`src/rtl/painterengine_gpu_job_scheduler.sv`:
```
// Job FIFO and single-job sequencer for the PainterEngine GPU renderer: loads the
// renderer configuration, releases its reset, and reports a tag/status record per job.
module painterengine_gpu_job_scheduler #(
   parameter int unsigned QUEUE_DEPTH    = 4,
   parameter logic [31:0] TIMEOUT_CYCLES = 32'd1000000
) (
   input  logic        i_wire_clock,
   input  logic        i_wire_reset,
   input  logic        i_wire_job_valid,
   output logic        o_wire_job_ready,
   input  logic [31:0] i_wire_job_src_address,
   input  logic [31:0] i_wire_job_dst_address,
   input  logic [31:0] i_wire_job_src_width,
   input  logic [31:0] i_wire_job_dst_width,
   input  logic [31:0] i_wire_job_xcount,
   input  logic [31:0] i_wire_job_ycount,
   input  logic        i_wire_job_rasterizer_mode,
   input  logic [7:0]  i_wire_job_tag,
   output logic        o_wire_renderer_resetn,
   output logic [31:0] o_wire_src_frame_buffer_address,
   output logic [31:0] o_wire_dst_frame_buffer_address,
   output logic [31:0] o_wire_src_frame_buffer_width,
   output logic [31:0] o_wire_dst_frame_buffer_width,
   output logic [31:0] o_wire_render_frame_buffer_xcount,
   output logic [31:0] o_wire_render_frame_buffer_ycount,
   output logic        o_wire_rasterizer_mode,
   input  logic [31:0] i_wire_renderer_state,
   output logic        o_wire_done_valid,
   input  logic        i_wire_done_ready,
   output logic [7:0]  o_wire_done_tag,
   output logic [1:0]  o_wire_done_status,
   output logic [7:0]  o_wire_queue_count,
   output logic        o_wire_busy
);

   localparam int unsigned PTR_W = $clog2(QUEUE_DEPTH);
   localparam logic [4:0]  DEPTH = 5'(QUEUE_DEPTH);

   localparam logic [1:0] ST_OK        = 2'd0;
   localparam logic [1:0] ST_READ_ERR  = 2'd1;
   localparam logic [1:0] ST_WRITE_ERR = 2'd2;
   localparam logic [1:0] ST_TIMEOUT   = 2'd3;

   typedef struct packed {
      logic [31:0] src_address;
      logic [31:0] dst_address;
      logic [31:0] src_width;
      logic [31:0] dst_width;
      logic [31:0] xcount;
      logic [31:0] ycount;
      logic        rasterizer_mode;
   } cfg_t;

   typedef struct packed {
      cfg_t       cfg;
      logic [7:0] tag;
   } job_t;

   typedef enum logic [1:0] {IDLE, LOAD, RUN, REPORT} state_e;

   state_e           state_q, state_d;
   job_t             queue_q [QUEUE_DEPTH];
   logic [PTR_W-1:0] rd_ptr_q, rd_ptr_d, wr_ptr_q, wr_ptr_d;
   logic [4:0]       count_q, count_d;
   cfg_t             cfg_q, cfg_d;
   logic [7:0]       tag_q, tag_d;
   logic [1:0]       status_q, status_d;
   logic             resetn_q, resetn_d;
   logic [31:0]      timer_q, timer_d;

   logic             push, pop;
   job_t             in_job, head_job;
   logic             head_zero;
   logic [7:0]       rstate;
   logic             unused_state_bits;

   assign in_job = {i_wire_job_src_address, i_wire_job_dst_address,
                    i_wire_job_src_width, i_wire_job_dst_width,
                    i_wire_job_xcount, i_wire_job_ycount,
                    i_wire_job_rasterizer_mode, i_wire_job_tag};

   assign o_wire_job_ready  = (count_q < DEPTH);
   assign push              = i_wire_job_valid && o_wire_job_ready;
   assign head_job          = queue_q[rd_ptr_q];
   assign head_zero         = (head_job.cfg.xcount == 32'd0) || (head_job.cfg.ycount == 32'd0);
   assign rstate            = i_wire_renderer_state[7:0];
   assign unused_state_bits = ^i_wire_renderer_state[31:8];

   // Queue storage needs no reset: the pointers and count define what is valid.
   always_ff @(posedge i_wire_clock) begin
      if (push) begin
         queue_q[wr_ptr_q] <= in_job;
      end
   end

   always_ff @(posedge i_wire_clock) begin
      if (i_wire_reset) begin
         state_q  <= IDLE;
         rd_ptr_q <= '0;
         wr_ptr_q <= '0;
         count_q  <= '0;
         cfg_q    <= '0;
         tag_q    <= '0;
         status_q <= '0;
         resetn_q <= 1'b0;
         timer_q  <= '0;
      end else begin
         state_q  <= state_d;
         rd_ptr_q <= rd_ptr_d;
         wr_ptr_q <= wr_ptr_d;
         count_q  <= count_d;
         cfg_q    <= cfg_d;
         tag_q    <= tag_d;
         status_q <= status_d;
         resetn_q <= resetn_d;
         timer_q  <= timer_d;
      end
   end

   always_comb begin
      state_d  = state_q;
      cfg_d    = cfg_q;
      tag_d    = tag_q;
      status_d = status_q;
      resetn_d = resetn_q;
      timer_d  = timer_q;
      pop      = 1'b0;

      unique case (state_q)
         IDLE: begin
            resetn_d = 1'b0;
            if (count_q != 5'd0) begin
               pop   = 1'b1;
               tag_d = head_job.tag;
               // Empty render areas complete immediately without touching the renderer.
               if (head_zero) begin
                  status_d = ST_OK;
                  state_d  = REPORT;
               end else begin
                  cfg_d   = head_job.cfg;
                  state_d = LOAD;
               end
            end
         end
         LOAD: begin
            resetn_d = 1'b1;
            timer_d  = '0;
            state_d  = RUN;
         end
         RUN: begin
            state_d  = REPORT;
            resetn_d = 1'b0;
            // Terminal renderer states win over a timeout expiring in the same cycle.
            if (rstate == 8'h0B) begin
               status_d = ST_OK;
            end else if (rstate == 8'h0C || rstate == 8'h0D) begin
               status_d = ST_READ_ERR;
            end else if (rstate == 8'h0E) begin
               status_d = ST_WRITE_ERR;
            end else if (TIMEOUT_CYCLES != 32'd0 && timer_q == TIMEOUT_CYCLES - 32'd1) begin
               status_d = ST_TIMEOUT;
            end else begin
               state_d  = RUN;
               resetn_d = 1'b1;
               timer_d  = timer_q + 32'd1;
            end
         end
         REPORT: begin
            if (i_wire_done_ready) begin
               state_d = IDLE;
            end
         end
         default: state_d = IDLE;
      endcase

      rd_ptr_d = pop  ? rd_ptr_q + PTR_W'(1) : rd_ptr_q;
      wr_ptr_d = push ? wr_ptr_q + PTR_W'(1) : wr_ptr_q;
      count_d  = count_q;
      if (push && !pop) begin
         count_d = count_q + 5'd1;
      end else if (pop && !push) begin
         count_d = count_q - 5'd1;
      end
   end

   assign o_wire_renderer_resetn            = resetn_q;
   assign o_wire_src_frame_buffer_address   = cfg_q.src_address;
   assign o_wire_dst_frame_buffer_address   = cfg_q.dst_address;
   assign o_wire_src_frame_buffer_width     = cfg_q.src_width;
   assign o_wire_dst_frame_buffer_width     = cfg_q.dst_width;
   assign o_wire_render_frame_buffer_xcount = cfg_q.xcount;
   assign o_wire_render_frame_buffer_ycount = cfg_q.ycount;
   assign o_wire_rasterizer_mode            = cfg_q.rasterizer_mode;
   assign o_wire_done_valid                 = (state_q == REPORT);
   assign o_wire_done_tag                   = tag_q;
   assign o_wire_done_status                = status_q;
   assign o_wire_queue_count                = {3'b000, count_q};
   assign o_wire_busy                       = (state_q != IDLE) || (count_q != 5'd0);

endmodule

```
`config.mk`:
```
export PLATFORM = sky130hd
export DESIGN_NAME = painterengine_gpu_job_scheduler
export DESIGN_NICKNAME = d
export VERILOG_FILES = /design/src/rtl/painterengine_gpu_job_scheduler.sv
export SDC_FILE = /design/constraint.sdc
export NUM_CORES = 1
export LEC_CHECK = 0
export ABC_CLOCK_PERIOD_IN_PS = 7200
export BUFFER_PORTS_ARGS = -buffer_cell sky130_fd_sc_hd__buf_4
export CORE_MARGIN = 1
export CORE_UTILIZATION = 30
export CTS_CLUSTER_SIZE = 14
export DETAILED_ROUTE_END_ITERATION = 6
export HOLD_SLACK_MARGIN = 0.12
export PLACE_DENSITY = 0.58
export SLEW_MARGIN = 40
export SYNTH_ARGS = -nofsm -noshare
export SYNTH_HDL_FRONTEND = slang
export SYNTH_SLANG_ARGS = --single-unit
```
`constraint.sdc`:
```
create_clock -name i_wire_clock -period 7.2 [get_ports i_wire_clock]
set_input_delay 1.08 -clock i_wire_clock [delete_from_list [all_inputs] [get_ports i_wire_clock]]
set_output_delay 1.08 -clock i_wire_clock [all_outputs]
set_load 0.05 [all_outputs]
```
==> out/results.ini <==
[routing]
drc=0
wire_per_inst_um=22.7
vias=22286
ant_nets=0
vias_per_cell=4.89
dr.pass1.iters=5
drt-total-wl_um=103000
drtIter0Drc=1654

[clocking]
cts_max_path_buffers=3
cts-root-buf=clkbuf_16
cts_made_buffers=111
cts_setup_buffers=0
cts_tree=yes
cts_resized=0
clkSinkCount=1053
clkTransAtPathRegs_ps=60
hold_buffers=0
worstSkewPairLatency_ps=740
cts_max_level=3

[hold_path]
hp-class=reg2reg

[critical_path]
endpoint_kind=flop
cpMaxStageDelayCell=o22a_4
path_class=reg2reg
path_cells=buf_12 > buf_12 > mux4_2 > nor4_1 > nand4_1 > o22a_4 > buf_12 > nand3_1 > a21oi_1
timing.critical_path.buf_inv=3
start_kind=flop
arrival_ps=4950
critPathMostFrequentCell=buf_12
required_ps=7780
cpLargestDelayFamily=simple AND/OR/NAND/NOR gates
worst_path_largest_cell_delay_ps=590
worst-path-max-fanout=103

[place]
routabilityCongestion=0.759
post-place-cells=4347
hpwl_um=61900
place_area_mm2=0.0444
port-buffer-count=424
dp_slack_ps=2640

[power]
power_density_mw_per_mm2=432
power_leakage_nw=15.8
fin_total_pwr_mw=20.7
ir_drop_v=0.000279

[timing]
relSlewSlack_pct=43.3
hold_viol_final=0
fmax_mhz=228
rsz0062_at_grt=false
worstMarginPinSlew_ps=851
fin_tns_setup_ps=0
finalCritPeriodShare_pct=60.8
skew_ps=48.1
slew_viol_final=0
final.setup.worst_slack_ps=2820
finalSetupViolations=0
fin_crit_ps=4380

[finish]
drive_gt1_share_pct=29.6
synthToLayoutAreaGrowth_pct=22.5
final_nets=2972
fin_area_mm2=0.0480
nFillCells=12239
stdcell_count=4562

[die]
die_area_mm2=0.132
rows=132
start_util_pct=30.2
core_mm2=0.129
ios=452
die_h_um=363
dieWidth_um=363

[job]
maxCapViolations=0

[yosys]
synth_seq_cells=1053
synthCells=2310
seq_area_frac_synth_pct=74.4
synth_cell_types=50
synth_ff_type=edfxtp_1
yosysTopAreaCellShare_pct=61.7
synthArstFlopShare_pct=0
syn_area_mm2=0.0391
synth_warnings=0
yosysTopAreaCell=edfxtp_1
synth.avg_cell_area_um2=16.9
synthTopCellsByArea=edfxtp_1, dfxtp_1, mux4_2
synth-edff-count=804

[grt]
grt_max_degree=104
grt_pass1_vias=22262
grt_pass1_wl_um=151000
grt-ovfl-total=0
grt_usage_pct=15.4
antenna_found_initial=15

[outcome]
run_status=complete, no violations

[final cells by class]
type                       count  area, um2  area share [%]
antenna                        2       5.00          0.0104
clock buffer                 162       3050            6.36
clock inverter                50        487            1.01
inverter                      17       68.8           0.144
multi-input combinational   1073       9280            19.4
sequential                  1053      29100            60.8
tap                         1742       2180            4.55
timing repair buffer         463       3750            7.81
[layer usage]
metal	vias to the layer above	track usage [%]	part of all wire, %
li1	9979	-	-
met1	11502	20.0	42
met2	642	24.5	48
met3	137	5.28	8.4
met4	26	4.19	1.8
met5	-	0	0.16
[sequential cells by signal, indices dropped and copies added, names as in the netlist, named ones only]
name and flops:
wr_ptr_q 2, o_wire_done_status 2, o_wire_done_tag 8, queue_q 804, o_wire_render_frame_buffer_ycount 32, o_wire_dst_frame_buffer_width 32
o_wire_src_frame_buffer_width 32, o_wire_rasterizer_mode 1, o_wire_dst_frame_buffer_address 32, rd_ptr_q 2, o_wire_render_frame_buffer_xcount 32, o_wire_src_frame_buffer_address 32
state_q 2, o_wire_renderer_resetn 1, count_q 5, timer_q 32
[cells by family after synthesis]
group,synth area share (%)
and+or+nand+nor,4.72
other,0.00958
DFF,74.4
muxes,11.6
adders and majority gates,0.531
buffers and inverters,2.01
xor gates and xnor gates,0.448
AOI/OAI and AO/OA,6.28
[stage by stage]
step / utilization (%) / hold slack (ps)
floorplan: - / 465
global placement: 34.1 / 449
detailed placement: 34.3 / 449
CTS: 37.0 / 457
global route: 37.0 / 472
finish: 37.0 / 455
[cell usage after synthesis, types with 3 or more instances]
library cell	instances
a21o_1	3
buf_6	3
nand3_1	210
nand2b_1	5
a211o_1	3
ha_1	15
nor4_1	22
inv_1	17
mux4_2	201
a2111oi_0	3
or3_1	13
buf_1	34
and3_1	7
buf_2	34
nand2_1	39
a211oi_1	6
or4_1	6
nand4_1	7
a21oi_1	231
nor2_1	37
xor2_1	4
edfxtp_1	804
buf_4	6
xnor2_1	16
nor2b_1	3
o31ai_1	5
clkbuf_1	92
o21ai_0	205
dfxtp_1	249
[placed cells by master (no fill, tap or decap), types with 4 or more instances in the layout]
| cell type | instances |
|---|---|
| edfxtp_1 | 804 |
| buf_4 | 437 |
| dfxtp_1 | 247 |
| a21oi_1 | 231 |
| nand3_1 | 210 |
| o21ai_0 | 205 |
| mux4_2 | 201 |
| clkbuf_16 | 111 |
| clkbuf_1 | 43 |
| nand2_1 | 39 |
| nor2_1 | 36 |
| nor4_1 | 21 |
| inv_1 | 16 |
| xnor2_1 | 16 |
| ha_1 | 15 |
| clkinv_1 | 14 |
| or3_1 | 13 |
| clkinv_2 | 13 |
| buf_12 | 12 |
| clkbuf_8 | 9 |
| buf_6 | 9 |
| nand4_1 | 7 |
| inv_6 | 6 |
| or4_1 | 6 |
| a211oi_1 | 6 |
| clkinvlp_4 | 6 |
| o31ai_1 | 5 |
| nand2b_1 | 5 |
| bufinv_16 | 5 |
| and3_4 | 4 |
| xor2_1 | 4 |
| buf_16 | 4 |
[power breakdown]
group,total [mW],internal [mW],switching [mW]
sequential,8.07,7.65,0.423
clock,5.54,3.14,2.41
combinational,7.09,2.29,4.80
total,20.7,13.1,7.63
[worst reg2reg max path: stages (launching register included)]
cell	delay, ps
dfxtp_4	550
buf_12	270
buf_12	370
mux4_2	620
nor4_1	500
nand4_1	410
o22a_4	590
buf_12	320
nand3_1	520
a21oi_1	80
[final timing paths]
check	end	from	depth (start not counted)	slack (ps)
max	o_wire_dst_frame_buffer_address[0]	flop	9	2820
min	o_wire_done_tag[3]	o_wire_done_tag[3]	2	450
max reg2reg	o_wire_dst_frame_buffer_address[0]	flop	9	2820
min reg2reg	o_wire_done_tag[3]	o_wire_done_tag[3]	2	450
Note: power is estimated with default switching activity, not from simulation.
